### config.mk
export PLATFORM = sky130hd
export DESIGN_NAME = hazard_ctrl_pipe
export DESIGN_NICKNAME = d
export VERILOG_FILES = /design/src/rtl/hazard_pkg.sv /design/src/rtl/hazard_ctrl_stage.sv /design/src/rtl/hazard_ctrl_pipe.sv
export SDC_FILE = /design/constraint.sdc
export NUM_CORES = 1
export LEC_CHECK = 0
export ABC_AREA = 1
export CAP_MARGIN = 10
export CORE_ASPECT_RATIO = 2
export CORE_UTILIZATION = 55
export CTS_CLUSTER_DIAMETER = 150
export DETAILED_ROUTE_END_ITERATION = 16
export GPL_TIMING_DRIVEN = 0
export PLACE_DENSITY = 0.84
export SYNTH_ARGS = -nofsm -noshare
export SYNTH_HDL_FRONTEND = slang
export SYNTH_HIERARCHICAL = 1
export SYNTH_SLANG_ARGS = --single-unit
### constraint.sdc
create_clock -name clk -period 1.23 [get_ports clk]
set_input_delay 0.123 -clock clk [delete_from_list [all_inputs] [get_ports clk]]
set_output_delay 0.123 -clock clk [all_outputs]
set_load 0.1 [all_outputs]
### src/rtl/hazard_pkg.sv
// Shared types for the hazard-control pipe: address width, PC register index, stage bundles.
// Latency: none (declarations only).
// Backpressure: n/a.
package hazard_pkg;

  localparam int RA_W = 4;
  localparam logic [RA_W-1:0] PC_REG = RA_W'(15);

  // Control bundle carried from decode into execute.
  typedef struct packed {
    logic            regWrite;
    logic            memtoReg;
    logic            pcSrc;
    logic            branch;
    logic [RA_W-1:0] wa3;
  } ctrl_t;

  // Full D->E payload: control bundle plus both source addresses.
  typedef struct packed {
    ctrl_t           ctrl;
    logic [RA_W-1:0] ra1;
    logic [RA_W-1:0] ra2;
  } execReg_t;

  // After execute only the condition-qualified write bits and destination survive.
  typedef struct packed {
    logic            regWrite;
    logic            pcSrc;
    logic [RA_W-1:0] wa3;
  } wbReg_t;

  // Address compare; optionally ignores the PC register, whose reads never forward.
  function automatic logic addrMatch(input logic [RA_W-1:0] src,
                                     input logic [RA_W-1:0] dst,
                                     input logic            filterR15);
    return (src == dst) && !(filterR15 && (src == PC_REG));
  endfunction

endpackage

### src/rtl/hazard_ctrl_stage.sv
// Generic pipeline stage register with synchronous clear and load enable.
// Latency: 1 clock from d to q.
// Backpressure: en=0 holds the stage; clear (or reset) loads all-zero.
import hazard_pkg::*;

module hazard_ctrl_stage #(
  parameter int W = 8
) (
  input  logic         clk,
  input  logic         reset,
  input  logic         clear,
  input  logic         en,
  input  logic [W-1:0] d,
  output logic [W-1:0] q
);

  // Stage register: reset and clear both produce a bubble; clear beats enable.
  always_ff @(posedge clk) begin
    if (reset || clear) begin
      q <= '0;
    end else if (en) begin
      q <= d;
    end
  end

endmodule

### src/rtl/hazard_ctrl_pipe.sv
// Carries register addresses and control bits D->E->M->W and derives hazard-unit inputs.
// Latency: decode bits visible in E after 1 clock, M after 2, W after 3; compares are combinational.
// Backpressure: StallD holds decode validity, FlushD/FlushE squash; M/W never stall. Option: HAZARD_R15_FILTER_EN.
import hazard_pkg::*;

module hazard_ctrl_pipe (
  input  logic            clk,
  input  logic            reset,
  input  logic [RA_W-1:0] RA1D,
  input  logic [RA_W-1:0] RA2D,
  input  logic [RA_W-1:0] WA3D,
  input  logic            RegWriteD,
  input  logic            MemtoRegD,
  input  logic            PCSrcD,
  input  logic            BranchD,
  input  logic            CondExE,
  input  logic            StallD,
  input  logic            FlushD,
  input  logic            FlushE,
  output logic            Match_1E_M,
  output logic            Match_1E_W,
  output logic            Match_2E_M,
  output logic            Match_2E_W,
  output logic            Match_12D_E,
  output logic            RegWriteM,
  output logic            RegWriteW,
  output logic            MemtoRegE,
  output logic            PCWrPendingF,
  output logic            BranchTakenE,
  output logic            PCSrcW
);

`ifdef HAZARD_R15_FILTER_EN
  localparam logic FilterR15 = 1'b1;
`else
  localparam logic FilterR15 = 1'b0;
`endif

  logic     validD;
  execReg_t execD;
  execReg_t execE;
  wbReg_t   memD;
  wbReg_t   memM;
  wbReg_t   wbW;

  // Decode validity: flush wins over stall, stall holds, otherwise the slot is live.
  always_ff @(posedge clk) begin
    if (reset) begin
      validD <= 1'b0;
    end else if (FlushD) begin
      validD <= 1'b0;
    end else if (!StallD) begin
      validD <= 1'b1;
    end
  end

  // Build the D->E payload; control bits are qualified by decode validity, addresses are raw.
  always_comb begin
    execD               = '0;
    execD.ctrl.regWrite = RegWriteD & validD;
    execD.ctrl.memtoReg = MemtoRegD & validD;
    execD.ctrl.pcSrc    = PCSrcD & validD;
    execD.ctrl.branch   = BranchD & validD;
    execD.ctrl.wa3      = WA3D;
    execD.ra1           = RA1D;
    execD.ra2           = RA2D;
  end

  // Execute stage is never stalled; FlushE alone inserts the bubble.
  hazard_ctrl_stage #(.W($bits(execReg_t))) stageE (
    .clk   (clk),
    .reset (reset),
    .clear (FlushE),
    .en    (1'b1),
    .d     (execD),
    .q     (execE)
  );

  // Writes that fail their condition are dropped on the way into memory stage.
  always_comb begin
    memD          = '0;
    memD.regWrite = execE.ctrl.regWrite & CondExE;
    memD.pcSrc    = execE.ctrl.pcSrc & CondExE;
    memD.wa3      = execE.ctrl.wa3;
  end

  hazard_ctrl_stage #(.W($bits(wbReg_t))) stageM (
    .clk   (clk),
    .reset (reset),
    .clear (1'b0),
    .en    (1'b1),
    .d     (memD),
    .q     (memM)
  );

  hazard_ctrl_stage #(.W($bits(wbReg_t))) stageW (
    .clk   (clk),
    .reset (reset),
    .clear (1'b0),
    .en    (1'b1),
    .d     (memM),
    .q     (wbW)
  );

  // Forwarding and load-use compares on registered addresses.
  always_comb begin
    Match_1E_M  = addrMatch(execE.ra1, memM.wa3, FilterR15);
    Match_1E_W  = addrMatch(execE.ra1, wbW.wa3, FilterR15);
    Match_2E_M  = addrMatch(execE.ra2, memM.wa3, FilterR15);
    Match_2E_W  = addrMatch(execE.ra2, wbW.wa3, FilterR15);
    Match_12D_E = addrMatch(RA1D, execE.ctrl.wa3, FilterR15) |
                  addrMatch(RA2D, execE.ctrl.wa3, FilterR15);
  end

  assign RegWriteM    = memM.regWrite;
  assign RegWriteW    = wbW.regWrite;
  assign MemtoRegE    = execE.ctrl.memtoReg;
  assign PCWrPendingF = (PCSrcD & validD) | execE.ctrl.pcSrc | memM.pcSrc;
  assign BranchTakenE = execE.ctrl.branch & CondExE;
  assign PCSrcW       = wbW.pcSrc;

endmodule
---- After elaboration in Yosys (flattened, before gate mapping) ----
Index checks and enable logic that the tools add are counted.
storage, ports and cells
  register bits ........................... 29
  word-level logic and storage cells ...... 22
  bits of input ports ..................... 22
  output and inout bits ................... 11
cells by class
  bitwise operators ....................... 10
  reduce and logical (&&, ||, !) cells .... 2
  eq/ne operators ......................... 6
operators by type and width
  cell                 count
  4-bit equality test  6
  1-bit AND            7
  1-bit OR             3
  2-bit OR reduction   1
  1-bit logical OR     1

---- Longest topological paths before layout ----
Gate-level depths: netlist (run 1).
  depth in word-level cells ............... 3
  depth in mapped cells ................... 6
  depth with buffers taken out ............ 6

---- Hierarchy ----
Netlist (run 1), hierarchy kept.
by module, submodules not included
  module                           sequential area each (µm²)  cells an instance  area each (µm²)  instances
  hazard_ctrl_stage at stageE      320.3                       101                693.2            1
  hazard_ctrl_stage at stageM ...  120.1                       38                 255.2            2
  hazard_ctrl_pipe                 20.0                        92                 452.9            1

---- Worst setup path after synthesis (run 1) ----
OpenSTA, ideal clock, no wires.
  path type ............................... flip-flop to output port
  start ................................... reg stageM.q[3]
  end ..................................... out Match_1E_M
  setup slack ............................. -713 ps
  required time ........................... 1,107 ps
  buffers on the path ..................... 0
  cell stages (with the launch flop) ...... 4
  arrival ................................. 1,820 ps
  cells stage by stage .................... dfxtp_1 -> xnor2_1 -> nand2_1 -> nor2_1
between the ends
  cells in the longest elaborated chain, start to end .. 1
ends and longest elaborated chain
  what                    RTL line                 source
  from (decl)             hazard_ctrl_stage.sv:14  output logic [W-1:0] q
  from (signal assigned)  hazard_ctrl_stage.sv:20  q <= '0;
  from (signal assigned)  hazard_ctrl_stage.sv:22  q <= d;
  4-bit equality test     hazard_pkg.sv:36         return (src == dst) && !(filterR15 && (src == PC_REG));
  to (decl)               hazard_ctrl_pipe.sv:20   output logic Match_1E_M,
Every way passes these cells.

---- Final worst setup path (run 1) ----
  start ................................... reg stageW.q[3]
  end ..................................... out Match_1E_W
between the ends
  cells in the longest elaborated chain, start to end .. 1
ends and longest elaborated chain
  what                    RTL line                 source
  from (decl)             hazard_ctrl_stage.sv:14
  from (signal assigned)  hazard_ctrl_stage.sv:20
  from (signal assigned)  hazard_ctrl_stage.sv:22
  4-bit equality test     hazard_pkg.sv:36
  to (decl)               hazard_ctrl_pipe.sv:21   output logic Match_1E_W,
Every way passes these cells.

==> impl_metrics.toml, run 1 <==
[sta]
hold_violations = 0
slew_viol_final = 0
setup_slack_ns = -0.155
fmax_mhz = 722
fin_crit_ns = 1.38
fin_hold_ws_ns = 0.205
rsz0062_at_grt = "yes"
layout_worst_path_cycle_share_pct = 113
finClkSkew_ns = 0.00358
setup_violations = 5

[cells_and_area]
layout_common_cells = "89 x nand2_1, 49 x nor2_1, 43 x inv_1"
final_common_cell = "nand2_1"
diodes = 0
area_growth_pct = 47.8
fillers = 161
final_cells = 352
fin_nets = 344
drive_gt1_share_pct = 30.0

[synth]
post_synth_num_cell_types = 13
synth_warnings = 6
avgSynthCellArea_um2 = 6.16
synth_top_cell_by_area = "dfxtp_1"
yosysSeqAreaShare_pct = 35.0
syn_inst = 269
netlist_area_um2 = 1660
synth_seq_cells = 29
yosys.area.top_type_share_pct = 35.0
synth_area_leaders = "dfxtp_1 35%, nand2_1 22%, nor2_1 12%, inv_1 10%, xnor2_1 8.5%"

[clocking]
numCtsBuffers = 5
cts_tree = "done"
path_clk_slew_ns = 0.06
cts_buffer_depth = 2
cts.htree.levels = 2
cts.sinks = 29
hold_buffers = 0
clockRootBuffer = "clkbuf_8"
clk_latency_ns = 0.28

[drt]
ant_nets = 0
dr.pass1.iters = 4
drtIter0Drc = 36
via_count = 1683
route.detailed.drc = 0
wire_per_inst_um = 12.6
viasPerCell = 4.78
drt_wl_total_mm = 4.42

[flow_run]
cap_violations = 0

[power]
ir_drop_v = 0.000870
cellPowerDensity_nw_per_um2 = 1170
power_mw = 2.88
p_leak_nw = 1.23

[grt]
grt_pass1_vias = 1462
grt_start_max_net_pins = 11
antenna_found_initial = 0
grt_first_pass_wirelength_mm = 5.93
grt_use_total_pct = 26.5
grt_overflow = 0

[outcome]
violations = "negative setup slack"
status = "finished, violations left"

[place]
placed_cells = 341
dp_hpwl_mm = 2.50
routabilityCongestion = 0.750
port_buffers = 32

[floorplanning]
dieArea_um2 = 3250
ios = 33
rows = 27
die_height_um = 79.6
core_um2 = 2800
initial_core_util_pct = 59.1
fp.dieW_um = 40.8

[critical_path]
r2r_cells = 5
crit_required_ns = 1.11
end_kind = "output pin"
criticalPathCategory = "flip-flop to output pin"
worstPathArrival_ns = 1.26
cp_max_fo = 3
critPathLaunchType = "flip-flop"

[min_path]
hold_depth = 5
min_path_type = "primary input to flip-flop"
-- Yosys cell counts --
cell type / count
conb_1: 2
inv_2: 3
a211oi_2: 1
xnor2_1: 16
nand2_1: 98
dfxtp_1: 29
buf_6: 3
nor2_1: 54
inv_1: 45
nand2_2: 1
buf_4: 3
nor2_2: 11
nor2_4: 3
-- flip-flops by register name, indices dropped and copies added, names as in the netlist --
register,cells
stageW/q,6
validD,1
stageM/q,6
stageE/q,16
-- power breakdown --
group / leakage (nW) / internal [mW] / total (mW) / switching [mW]
clock network: 0.0585 / 0.660 / 1.02 / 0.358
registers: 0.250 / 0.964 / 1.02 / 0.0525
logic: 0.917 / 0.335 / 0.842 / 0.507
total: 1.23 / 1.96 / 2.88 / 0.918
-- through the flow --
stage	setup WS (ns)	util, %	setup TNS [ns]	cell area, um2
finish	-0.155	87.3	-0.590	2450
global route	-0.186	87.3	-0.835	2450
detailed placement	-1.04	74.5	-8.20	2090
floorplan	0.00843	-	0	1730
CTS	-0.131	82.3	-0.524	2310
global placement	-1.03	74.5	-7.87	2090
-- cell families after synthesis --
family,after synthesis,synth area share [%]
AO/OA/AOI/OAI,1,0.755
XOR/XNOR,16,8.46
buffers and inverters,54,14.3
flip-flops,29,35.0
other,2,0.453
AND/OR/NAND/NOR,167,41.0
-- worst max-delay path: stages, from the launching register on --
cell and delay [ns]:
dfxtp_2 0.35, xnor2_1 0.19, nand2_1 0.13, nor2_4 0.14, buf_12 0.18
-- path summary, 6_finish.rpt --
| path | startpoint | endpoint | slack [ns] |
|---|---|---|---|
| max | stageW/q[3] | Match_1E_W | -0.15 |
| min | RA2D[0] | stageE/q[0] | 0.20 |
| max reg2reg | stageE/q[9] | stageM/q[1] | 0.40 |
| min reg2reg | validD | validD | 0.48 |
-- what timing repair did --
action,4_1_cts,5_1_grt
resized for setup,105,35
pin swaps,11,15
buffers inserted,3,0
endpoints found under the setup margin,11,6
-- layout make-up --
class	instances	area (um2)	share of cell area (%)
sequential	29	638	26.1
multi-input combinational	197	1030	42.2
tap	29	36.3	1.48
clock inverter	1	30.0	1.23
inverter	48	180	7.36
clock buffer	7	86.3	3.53
buffer	6	56.3	2.30
timing repair buffer	35	388	15.8
-- layer usage --
layer	vias to the layer above	wire [um]	global-route usage, %	part of all wire, %
li1	854	-	-	-
met1	741	1560	24.6	35
met2	62	2460	48.1	56
met3	26	146	5.29	3.3
met4	0	251	13.0	5.7
met5	-	0	0	0
No activity file was read; power rests on OpenSTA's default activity.
==> run 2: changes to the inputs <==
Settings changed: CORE_UTILIZATION 55 to 40, PLACE_DENSITY 0.84 to not set.
==> run 2 against run 1 <==
The flow still finishes with violations (negative setup slack). Clock skew is 0.00077 ns higher. Register-to-register slack better by 0.05 ns. First-iteration DRC count is 61% lower. Via count is 9.2% lower. Power is 6.6% lower. Die area is 36% higher. Critical endpoint is now Match_12D_E. Largest cell class unchanged. Largest power group unchanged.
==> impl_metrics.toml, run 2 (synthesis results as in run 1) <==
[outcome]
status = "finished, violations left"
violations = "negative setup slack"

[cells_and_area]
top_regs = "stageE/q: 16 flops, stageM/q: 6 flops, stageW/q: 6 flops"
fillers = 385
regMostFlops = "stageE/q"
fin_nets = 342
postLayoutCoreUtil_pct = 62.9
drive_gt1_share_pct = 30.8
final_common_cell = "nand2_1"
diodes = 0
largest_register_ffs = 16
multi_input_area_um2 = 1050
layout_common_cells = "87 x nand2_1, 49 x nor2_1, 44 x inv_1"
area_growth_pct = 49.0
regArea_um2 = 638

[critical_path]
crit_start = "stageE/q[9]"
crit_path_max_incr_delay_ns = 0.38
crit_required_ns = 1.11
worstPathArrival_ns = 1.22
cp_num_buf_inv = 2
critPathLaunchType = "flip-flop"
end_kind = "output pin"
crit_top_cell = "nand2_2"
path_cells = "inv_4 -> nand2_2 -> nand2_2 -> nor2_2 -> nand2_1 -> nand2_2 -> buf_12"
crit-reg2reg-launch = "validD"
cp_max_fo = 5
criticalPathCategory = "flip-flop to output pin"
critPathSlowestCell = "dfxtp_4"
crit_family = "flip-flops"

[min_path]
hold_path.startpoint = "RA2D[1]"
min_path_type = "primary input to flip-flop"

[clocking]
path_clk_slew_ns = 0.06
clockRootBuffer = "clkbuf_8"
cts_buffer_depth = 2
numCtsBuffers = 5
cts_tree = "done"
clk_latency_ns = 0.28
cts.htree.levels = 2
cts.sinks = 29

[sta]
fin_crit_ns = 1.34
layout_worst_path_cycle_share_pct = 109
fin_hold_ws_ns = 0.206
finClkSkew_ns = 0.00434
rsz0062_at_grt = "yes"
hold_violations = 0
slew_viol_final = 0
fmax_mhz = 745
setup_slack_ns = -0.112
setup_violations = 5
setup_tns_ns = -0.484

[grt]
grt_pass1_vias = 1471
grt_overflow = 0
grt_start_max_net_pins = 11
antenna_found_initial = 0
grt_first_pass_wirelength_mm = 5.95
grt_use_total_pct = 18.8

[drt]
via_count = 1529
ant_nets = 0
drtIter0Drc = 14
viasPerCell = 4.11
route.detailed.drc = 0
wire_per_inst_um = 9.28
drt_wl_total_mm = 3.45
dr.pass1.iters = 4

[power]
p_sw_uw = 883
p_int_mw = 1.80
netSwitchingFraction_pct = 32.9
power_frac_comb_pct = 30.5
p_leak_nw = 1.21
p_seq_share_pct = 37.7
ir_drop_v = 0.000626
power_mw = 2.69
cellPowerDensity_nw_per_um2 = 1090
pwr-share-clk_pct = 31.8

[floorplanning]
core_um2 = 3920
rows = 32
ios = 33
initial_core_util_pct = 42.2
fp.dieW_um = 47.5
dieArea_um2 = 4420
die_height_um = 93.0

[flow_run]
cap_violations = 0

[place]
port_buffers = 32
routabilityCongestion = 0.732
dp_hpwl_mm = 2.63
## run 2: changes by cell type in the layout (fill, tap and decap cells not counted), sizes merged
cell	before	now
clkinv	0	1
buf	20	18
bufinv	1	0
## run 2: final timing paths
path                            slack [ns]           end  depth (start not counted)
worst max-delay path                 -0.11   Match_12D_E                          7
worst min-delay path                  0.21   stageE/q[1]                          5
worst min register to register        0.47        validD                          2
worst max register to register        0.45  stageE/q[13]                          6
## run 2: area by class of cell
type,instances,area share (%)
clock inverter,1,0.203
buffer,6,2.28
timing repair buffer,33,15.1
clock buffer,7,3.90
multi-input combinational,197,42.7
inverter,48,7.40
sequential,29,25.8
tap,51,2.58
## run 2: timing repair
| item | 4_1_cts | 5_1_grt |
|---|---|---|
| pin swaps | 22 | 8 |
| endpoints found under the setup margin | 11 | 6 |
| resized for setup | 119 | 25 |
| buffers inserted | 1 | 0 |
| hold buffers | 0 | 0 |
## run 2: worst min-delay path, cell delays in order
cell and delay, ns:
dlymetal6s2s_1 0.15, inv_1 0.06, nand2_1 0.04, nand2_1 0.05
nor2_1 0.03
## run 2: routing by layer
layer | part of all wire [%] | track usage (%) | routed length, um | vias up
met5 | 0 | 0 | 0 | -
met4 | 2.6 | 10.0 | 91 | 0
met3 | 1.9 | 3.47 | 67 | 5
met2 | 56 | 33.2 | 1950 | 22
met1 | 39 | 19.2 | 1340 | 652
li1 | - | - | - | 850
## run 2: through the flow
step | instances | worst slack [ns] | area (um2)
floorplan | 280 | 0.00843 | 1730
global placement | 363 | -1.03 | 2120
detailed placement | 363 | -1.05 | 2120
CTS | 372 | -0.129 | 2380
global route | 372 | -0.202 | 2470
finish | 372 | -0.112 | 2470
## run 2: power groups by stage
stage	Clock (mW)	Combinational [mW]	Sequential, mW
global route	0.934	0.879	1.02
detailed placement	0	0.697	1.04
CTS	0.886	0.790	1.02
finish	0.855	0.819	1.01
global placement	0	0.692	1.03
floorplan	0	0.496	1.06
